$ cat config.mk
export PLATFORM = sky130hd
export DESIGN_NAME = hazard_scoreboard_unit
export DESIGN_NICKNAME = d
export VERILOG_FILES = /design/src/rtl/hazard_scoreboard_unit.sv
export SDC_FILE = /design/constraint.sdc
export NUM_CORES = 1
export LEC_CHECK = 0
export ABC_AREA = 1
export CELL_PAD_IN_SITES_DETAIL_PLACEMENT = 2
export CELL_PAD_IN_SITES_GLOBAL_PLACEMENT = 2
export CORE_MARGIN = 8
export CORE_UTILIZATION = 11
export CTS_CLUSTER_DIAMETER = 120
export DETAILED_ROUTE_END_ITERATION = 8
export GPL_TIMING_DRIVEN = 0
export PLACE_DENSITY_LB_ADDON = 0.15
export SETUP_SLACK_MARGIN = 0.05
export SLEW_MARGIN = 20
export SYNTH_ARGS = -nofsm -noshare
export SYNTH_HDL_FRONTEND = slang
export SYNTH_SLANG_ARGS = --single-unit
export TNS_END_PERCENT = 20
$ cat constraint.sdc
create_clock -name clk -period 1.05 [get_ports clk]
set_input_delay 0.21 -clock clk [delete_from_list [all_inputs] [get_ports clk]]
set_output_delay 0.21 -clock clk [all_outputs]
set_load 0.02 [all_outputs]
$ cat src/rtl/hazard_scoreboard_unit.sv
// ============================================================================
// Module      : hazard_scoreboard_unit
// Description : Control, load-use and long-operation hazard controller for
//               the 5-stage core. Defining HAZARD_SCOREBOARD_EN builds the
//               register scoreboard for variable-latency operations.
// Revision    : 1.0 - initial release
// ============================================================================
`default_nettype none

module hazard_scoreboard_unit #(
    parameter int REG_IDX_W         = 5,
    parameter int LOAD_STALL_CYCLES = 1,
    parameter int MAX_OUTSTANDING   = 4
) (
    input  logic                                     clk,
    input  logic                                     rst,
    input  logic [REG_IDX_W-1:0]                     id_reg1_idx,
    input  logic [REG_IDX_W-1:0]                     id_reg2_idx,
    input  logic                                     id_long_op_en,
    input  logic                                     pc_jump_enable,
    input  logic [REG_IDX_W-1:0]                     ex_reg_wr_idx,
    input  logic                                     ex_do_mem_read_en,
    input  logic                                     ex_long_op_en,
    input  logic                                     wb_long_done_en,
    input  logic [REG_IDX_W-1:0]                     wb_long_done_idx,
    output logic                                     hazard_fe_enable,
    output logic                                     hazard_if_id_clear,
    output logic                                     hazard_id_ex_clear,
    output logic                                     hazard_stall_active,
    output logic [$clog2(MAX_OUTSTANDING+1)-1:0]     hazard_outstanding_cnt
);

    localparam int          c_cnt_w    = $clog2(MAX_OUTSTANDING + 1);
    localparam int          c_num_regs = 1 << REG_IDX_W;
    localparam logic [2:0]  c_stall_ld = 3'(LOAD_STALL_CYCLES - 1);

    logic [2:0] r_stall_cnt;
    logic       w_load_use;
    logic       w_sb_hit;
    logic       w_sb_full;
    logic       w_stall;

    assign w_load_use = ex_do_mem_read_en
                     && (ex_reg_wr_idx != '0)
                     && ((ex_reg_wr_idx == id_reg1_idx) || (ex_reg_wr_idx == id_reg2_idx));

    assign w_stall = w_load_use || w_sb_hit || w_sb_full || (r_stall_cnt != 3'd0);

`ifdef HAZARD_SCOREBOARD_EN
    localparam logic [c_cnt_w-1:0] c_max_out = c_cnt_w'(MAX_OUTSTANDING);

    logic [c_num_regs-1:0] r_pending;
    logic [c_cnt_w-1:0]    r_out_cnt;
    logic                  w_sb_set;
    logic                  w_sb_clr;

    // x0 is never marked, so a completion to x0 can never clear anything.
    assign w_sb_set  = ex_long_op_en && (ex_reg_wr_idx != '0);
    assign w_sb_clr  = wb_long_done_en && r_pending[wb_long_done_idx];
    assign w_sb_hit  = r_pending[id_reg1_idx] || r_pending[id_reg2_idx];
    assign w_sb_full = id_long_op_en && (r_out_cnt == c_max_out);

    always_ff @(posedge clk) begin
        if (rst) begin
            r_pending <= '0;
            r_out_cnt <= '0;
        end else begin
            // Set is applied last so a same-index set+clear leaves the bit set.
            if (w_sb_clr) r_pending[wb_long_done_idx] <= 1'b0;
            if (w_sb_set) r_pending[ex_reg_wr_idx]    <= 1'b1;
            case ({w_sb_set, w_sb_clr})
                2'b10:   r_out_cnt <= r_out_cnt + c_cnt_w'(1);
                2'b01:   r_out_cnt <= r_out_cnt - c_cnt_w'(1);
                default: r_out_cnt <= r_out_cnt;
            endcase
        end
    end

    assign hazard_outstanding_cnt = r_out_cnt;
`else
    logic w_unused_sb;

    assign w_sb_hit               = 1'b0;
    assign w_sb_full              = 1'b0;
    assign hazard_outstanding_cnt = '0;
    assign w_unused_sb            = ^{id_long_op_en, ex_long_op_en, wb_long_done_en, wb_long_done_idx};
`endif

    always_ff @(posedge clk) begin
        if (rst) begin
            r_stall_cnt <= 3'd0;
        end else if (pc_jump_enable) begin
            // The stalled ID instruction is wrong-path once a jump resolves.
            r_stall_cnt <= 3'd0;
        end else if (r_stall_cnt != 3'd0) begin
            r_stall_cnt <= r_stall_cnt - 3'd1;
        end else if (w_load_use) begin
            r_stall_cnt <= c_stall_ld;
        end
    end

    assign hazard_stall_active = (r_stall_cnt != 3'd0);

    always_comb begin
        hazard_fe_enable   = 1'b1;
        hazard_if_id_clear = 1'b0;
        hazard_id_ex_clear = 1'b0;
        if (pc_jump_enable) begin
            hazard_if_id_clear = 1'b1;
            hazard_id_ex_clear = 1'b1;
        end else if (w_stall) begin
            hazard_fe_enable   = 1'b0;
            hazard_id_ex_clear = 1'b1;
        end
    end

endmodule

`default_nettype wire

After elaboration in Yosys (flattened, before gate mapping) --
Index checks and enable logic that the tools add are counted.
Cells by class: $add $sub $neg 1, mux-type cells 7, reductions and logical operators 8, eq/ne operators 2
Operators with widths (count):
- == test 5 bit | 2
- two-way mux 3 bit | 2
- two-way mux 1 bit | 5
- nonzero test 5 bit | 1
- nonzero test 3 bit | 1
- subtractor 3 x 1 -> 3 bit (second input constant) | 1
- logical AND 1 bit | 2
- logical OR 1 bit | 2
- nonzero test 2 bit | 1
- OR reduction 2 bit | 1
Storage, ports and cells: input bits 27, logic and storage cells 19, flip-flop bits (word level) 3, output and inout bits 7

Longest topological paths before layout --
Gate-level depths: netlist of run 1.
depth after elaboration 6, depth in mapped cells 10, mapped depth without buffers 10

Least setup slack after synthesis of run 1 --
Ideal clock, no wire load.
kind register to register, from reg r_stall_cnt[0], to reg r_stall_cnt[0], buffers on the path 0, slack -106 ps, required time 931 ps, stages on the path, launching flop included 6, period minus slack after synthesis 1156 ps, data arrival time 1037 ps, setup time 119 ps, path through dfxtp_1 -> nor2_1 -> ha_1 -> inv_1 -> o21ai_0 -> a21oi_1
Between the ends: cells in the longest elaborated chain, start to end 2, elaborated cells on any way between the ends 4, those cells by class add/sub: 1; mux: 1; reduce/logical: 2
Ends and longest elaborated chain:
- start, declared | RTL line 37 | logic [2:0] r_stall_cnt;
- start signal, assigned | RTL line 96 | r_stall_cnt <= r_stall_cnt - 3'd1;
- start signal, assigned | RTL line 98 | r_stall_cnt <= c_stall_ld;
- nonzero test 3 bit *
- via hazard_stall_active | RTL line 29 | output logic hazard_stall_active,
- two-way mux 3 bit or nonzero test 2 bit (tied branches)
Mark *: on every way through the listed nets, which the timed path passes. The rest lies on a longest branch. A chain may end at the register's enable or synchronous reset.

Final worst setup path of run 1 --
from reg r_stall_cnt[0], to out hazard_fe_enable
Between the ends: cells in the longest elaborated chain, start to end 4
Ends and longest elaborated chain:
- nonzero test 3 bit | RTL line 47 | assign w_stall = w_load_use || w_sb_hit || w_sb_full || (r_stall_cnt != 3'd0);
- logical OR 1 bit | RTL line 47
- two-way mux 1 bit | RTL line 111 | end else if (w_stall) begin
- two-way mux 1 bit | RTL line 108 | if (pc_jump_enable) begin
- end, declared | RTL line 26 | output logic hazard_fe_enable,
Every way passes these cells.

==> results of run 1 <==
[critical path, cell delays in order (launching register included)]
cell and delay [ns]:
dfxtp_4 0.35, nor2_4 0.13, ha_4 0.18, nand2_4 0.06, nand2_4 0.05, buf_6 0.11
[layout make-up]
cell class | instances | area, sq um | share of cell area [%]
repair buffers | 25 | 185 | 23.2
clock buffers | 4 | 45.0 | 5.65
multi-input cells | 58 | 339 | 42.5
plain buffers | 4 | 30.0 | 3.77
well taps | 48 | 60.1 | 7.54
inverters | 19 | 72.6 | 9.11
flip-flops and latches | 3 | 65.1 | 8.16
[metal layers]
layer | global-route usage [%] | part of all wire [%]
met1 | 6.52 | 43
met2 | 10.8 | 53
met3 | 0.691 | 2.7
met4 | 3.40 | 0.97
met5 | 0 | 0
[placed cells by master, fill, tap and decap left out, drive strengths merged]
cell type and count:
conb 3, a21oi 3, clkdlybuf4s50 1, ha 2
nand2 29, clkinv 1, clkbuf 4, dlygate4sd2 3
buf 24, nor2 10, o21ai 3, clkdlybuf4s15 1
inv 18, nand4 1, dfxtp 3, nand3 5
xnor2 2
[through the flow]
stage / cells / util [%] / TNS [ns] / setup slack, ns
2_1_floorplan: 84 / - / 0 / 0.0327
3_3_place_gp: 154 / 20.3 / -5.17 / -1.20
3_5_place_dp: 154 / 20.3 / -5.42 / -1.24
4_1_cts: 161 / 20.8 / -0.914 / -0.291
5_1_grt: 161 / 21.8 / -1.23 / -0.328
6_report: 161 / 21.8 / -0.788 / -0.263
[path summary, 6_finish.rpt]
check | slack, ns | to | cells after the start
setup / recovery | -0.26 | hazard_fe_enable | 5
hold / removal | 0.47 | r_stall_cnt[0] | 1
setup reg to reg | -0.05 | r_stall_cnt[2] | 6
hold reg to reg | 0.47 | r_stall_cnt[0] | 1
[cells by family after synthesis]
logic type                 Yosys count  share of synthesized area, %
buffers and inverters               23                          24.2
adders and majority gates            2                          5.99
DFF                                  3                          14.4
xor gates and xnor gates             2                          4.19
other                                1                         0.897
AOI/OAI and AO/OA                    6                          7.18
and+or+nand+nor                     45                          43.1
[power groups by stage]
stage	clock network, mW	registers [mW]	logic (mW)
finish	0.348	0.140	0.434
global route	0.374	0.142	0.479
CTS	0.356	0.141	0.427
detailed placement	0	0.141	0.405
global placement	0	0.141	0.394
floorplan	0	0.138	0.235
[repair_timing]
action,in CTS,in global routing
endpoints found under the hold margin,0,0
pin swaps,21,12
setup buffers,3,0
setup endpoints to repair,7,6
gates resized for setup,89,12
==> impl_metrics.env, run 1 <==
export IMPL_status="finished with violations"
export IMPL_violations="setup timing"
export IMPL_ys_warn_count=0
export IMPL_power_uw=922
export IMPL_slew_viol_final=0
export IMPL_insertion_delay_ns=0.22
export IMPL_grt_pass1_wl_um=2980
export IMPL_seq_power_share_pct=15.2
export IMPL_grt_usage_pct=5.95
export IMPL_cts_root_buf="clkbuf_8"
export IMPL_vias_per_cell=3.60
export IMPL_grt_max_degree=5
export IMPL_internal_power_uw=597
export IMPL_drt_iter0_markers=14
export IMPL_worstSetupPathType="register to output port"
export IMPL_antenna_cells=0
export IMPL_seq_area_frac_synth_pct=14.4
export IMPL_largest_register="r_stall_cnt"
export IMPL_hold_ws_ns=0.469
export IMPL_antenna_found_initial=0
export IMPL_synthFlopType="dfxtp_1"
export IMPL_synth_largest_area_cell="nand2_1"
export IMPL_largest_register_ffs=3
export IMPL_synth_top_cell_area_share_pct=25.1
export IMPL_port_buffers=22
export IMPL_drc=0
export IMPL_dr_pass1_iters=3
export IMPL_ys_top_cells_by_count="nand2_1 (28), inv_1 (14), nor2_1 (10)"
export IMPL_start_util_pct=11.4
export IMPL_die_height_um=77.6
export IMPL_hp_start="r_stall_cnt[0]"
export IMPL_p_comb_share_pct=47.1
export IMPL_setup_violations=5
export IMPL_r2r_start="r_stall_cnt[0]"
export IMPL_fillers=451
export IMPL_drive_gt1_share_pct=46.0
export IMPL_synthTopCellsByArea="nand2_1 (25%), dfxtp_1 (14%), inv_1 (13%), nor2_1 (9.0%), buf_4 (7.2%)"
export IMPL_skew_ns=0.00396
export IMPL_ant_nets=0
export IMPL_timing_critical_path_from="r_stall_cnt[0]"
export IMPL_synth_edf_count=0
export IMPL_cts_buffers=3
export IMPL_vias=580
export IMPL_cts_tree="done"
export IMPL_synth_seq_cells=3
export IMPL_syn_cell_area_sq_um=418
export IMPL_clk_pin_slew_ns=0.03
export IMPL_setup_ws_ns=-0.263
export IMPL_io_pins=34
export IMPL_place_area_sq_um=742
export IMPL_final_net_count=143
export IMPL_fin_crit_sh_pct=125
export IMPL_p_leak_nw=0.469
export IMPL_hpwl_um=1470
export IMPL_cp_end_kind="output port"
export IMPL_max_freq_mhz=762
export IMPL_drt_wl_total_um=1750
export IMPL_wl_per_cell_um=10.8
export IMPL_p_switching_uw=324
export IMPL_htree_levels=1
export IMPL_ir_drop_mv=0.249
export IMPL_die_x_um=77.6
export IMPL_die_area_sq_um=6030
export IMPL_first_global_vias=662
export IMPL_synth_distinct_cells=15
export IMPL_num_rows=22
export IMPL_p_sw_share_pct=35.2
export IMPL_grt_setup_unrepaired="true"
export IMPL_holdCritPathClass="register to register"
export IMPL_ctsHoldBuffers=0
export IMPL_cp_max_fo=4
export IMPL_clockPowerShare_pct=37.7
export IMPL_yosysMostFrequentCell="nand2_1"
export IMPL_power_density_nw_per_um2=1160
export IMPL_synthArstFlopShare_pct=0
export IMPL_cp_start_kind="register"
export IMPL_cts_max_path_buffers=2
export IMPL_clock_sinks=3
export IMPL_gp_congestion=0.682
export IMPL_hold_viol_final=0
export IMPL_fin_area_sq_um=797
export IMPL_core_sq_um=3660
export IMPL_fin_crit_ns=1.31
export IMPL_cap_violations=0
export IMPL_synth_cells=82
export IMPL_top_regs="r_stall_cnt (3)"
export IMPL_area_growth_pct=90.7
export IMPL_worstPathRequired_ns=0.84
export IMPL_grt_ovfl_total=0
export IMPL_syn_avg_cell_area_sq_um=5.10
export IMPL_cp_arrival_ns=1.10
Note: power is estimated with default switching activity, not from simulation.
==> inputs of run 2 (changes only) <==
--- a/config.mk
+++ b/config.mk
@@ -12,6 +12,7 @@
 export CORE_UTILIZATION = 11
 export CTS_CLUSTER_DIAMETER = 120
 export DETAILED_ROUTE_END_ITERATION = 8
+export GPL_ROUTABILITY_DRIVEN = 0
 export GPL_TIMING_DRIVEN = 0
 export PLACE_DENSITY_LB_ADDON = 0.15
 export SETUP_SLACK_MARGIN = 0.05
==> constraint.sdc (replaced) <==
create_clock -name clk -period 1.2 [get_ports clk]
set_input_delay 0.24 -clock clk [delete_from_list [all_inputs] [get_ports clk]]
set_output_delay 0.24 -clock clk [all_outputs]
set_load 0.02 [all_outputs]
==> impl_metrics.env, run 2 (same netlist as run 1, synthesis figures left out) <==
export IMPL_status="finished with violations"
export IMPL_violations="setup timing"
export IMPL_hold_viol_final=0
export IMPL_setup_violations=5
export IMPL_largest_register_ffs=3
export IMPL_skew_ns=0.00672
export IMPL_first_global_vias=713
export IMPL_dr_pass1_iters=2
export IMPL_wl_per_cell_um=11.2
export IMPL_register_area_sq_um=62.6
export IMPL_fillers=450
export IMPL_reg2reg_slack_ns=-0.11
export IMPL_cp_end_kind="output port"
export IMPL_dp_slack_ns=-1.15
export IMPL_die_x_um=77.6
export IMPL_vias_per_cell=3.66
export IMPL_grt_usage_pct=6.24
export IMPL_power_uw=884
export IMPL_cap_violations=0
export IMPL_met3_length_um=36
export IMPL_hpwl_um=1470
export IMPL_insertion_delay_ns=0.22
export IMPL_hold_ws_ns=0.492
export IMPL_cts_tree="done"
export IMPL_core_sq_um=3660
export IMPL_drc=0
export IMPL_power_density_nw_per_um2=1030
export IMPL_worstSetupPathType="register to output port"
export IMPL_port_buffers=22
export IMPL_fin_crit_sh_pct=116
export IMPL_worstPathRequired_ns=0.96
export IMPL_cts_root_buf="clkbuf_8"
export IMPL_start_util_pct=11.4
export IMPL_htree_levels=1
export IMPL_fin_area_sq_um=857
export IMPL_final_cell_mix="nand2_1 (25), buf_4 (14), inv_1 (11)"
export IMPL_multi_input_area_sq_um=333
export IMPL_ant_nets=0
export IMPL_antenna_cells=0
export IMPL_grt_pass1_wl_um=3090
export IMPL_utilization_pct=23.4
export IMPL_grt_max_degree=5
export IMPL_grt_ovfl_total=0
export IMPL_drt_iter0_markers=6
export IMPL_antenna_found_initial=0
export IMPL_ir_drop_mv=0.254
export IMPL_final_common_cell="nand2_1"
export IMPL_routed_top_layer="met3"
export IMPL_place_area_sq_um=708
export IMPL_tns_ns=-0.721
export IMPL_holdCritPathClass="register to register"
export IMPL_cts_max_path_buffers=2
export IMPL_final_net_count=149
export IMPL_slew_viol_final=0
export IMPL_wl_met1_um=772
export IMPL_clk_pin_slew_ns=0.04
export IMPL_cp_start_kind="register"
export IMPL_drt_wl_total_um=1860
export IMPL_largest_register="r_stall_cnt"
export IMPL_grt_setup_unrepaired="true"
export IMPL_cp_max_fo=4
export IMPL_die_area_sq_um=6030
export IMPL_top_regs="r_stall_cnt (3)"
export IMPL_area_growth_pct=105
export IMPL_fin_crit_ns=1.39
export IMPL_vias=612
export IMPL_cts_buffers=3
export IMPL_drive_gt1_share_pct=47.1
export IMPL_p_leak_nw=0.492
export IMPL_die_height_um=77.6
export IMPL_setup_ws_ns=-0.193
export IMPL_dp_cells=154
export IMPL_wl_met2_um=1050
export IMPL_final_cells=167
export IMPL_num_rows=22
export IMPL_clock_sinks=3
export IMPL_cp_arrival_ns=1.15
export IMPL_io_pins=34
export IMPL_max_freq_mhz=718
## run 2: cell types whose count changed in the layout (fill, tap and decap cells not counted), moves of 2 or more
cell           change
buf_6              +4
buf_4              +2
dlygate4sd2_1      -2
inv_2              -2
inv_4              +2
nor2_1             +2
nor2_2             -2
## run 2: layout make-up
type	count	area share [%]
clock buffer	4	5.26
tap	48	7.01
sequential	3	7.30
timing repair buffer	31	29.2
buffer	4	3.50
inverter	19	8.91
multi-input combinational	58	38.8
## run 2: worst max-delay path, cell delays in order, from the launching register on
cell,delay (ns)
dfxtp_2,0.37
nor2_4,0.05
ha_4,0.15
buf_6,0.12
nand2_4,0.06
nand2_2,0.05
buf_6,0.12
## run 2: report_power, final
part | internal, mW | switching [mW]
Combinational | 0.240 | 0.214
Clock | 0.228 | 0.0795
Sequential | 0.112 | 0.0111
## run 2: path summary, 6_finish.rpt
check                               startpoint          endpoint  cells past startpoint
worst max-delay path            r_stall_cnt[0]  hazard_fe_enable                      6
worst min-delay path            r_stall_cnt[0]    r_stall_cnt[0]                      1
worst max register to register  r_stall_cnt[0]    r_stall_cnt[1]                      9
worst min register to register  r_stall_cnt[0]    r_stall_cnt[0]                      1
## run 2: repair_timing
action	4_1_cts	5_1_grt
hold buffers	0	0
resized for setup	85	25
endpoints found under the setup margin	7	6
buffers inserted	8	1
pin swaps	23	15
## run 2: metal layers
layer / vias to the layer above / track usage [%]
li1: 306 / -
met5: - / 0
met1: 293 / 6.46
met2: 13 / 11.9
met3: 0 / 1.04
met4: 0 / 2.83
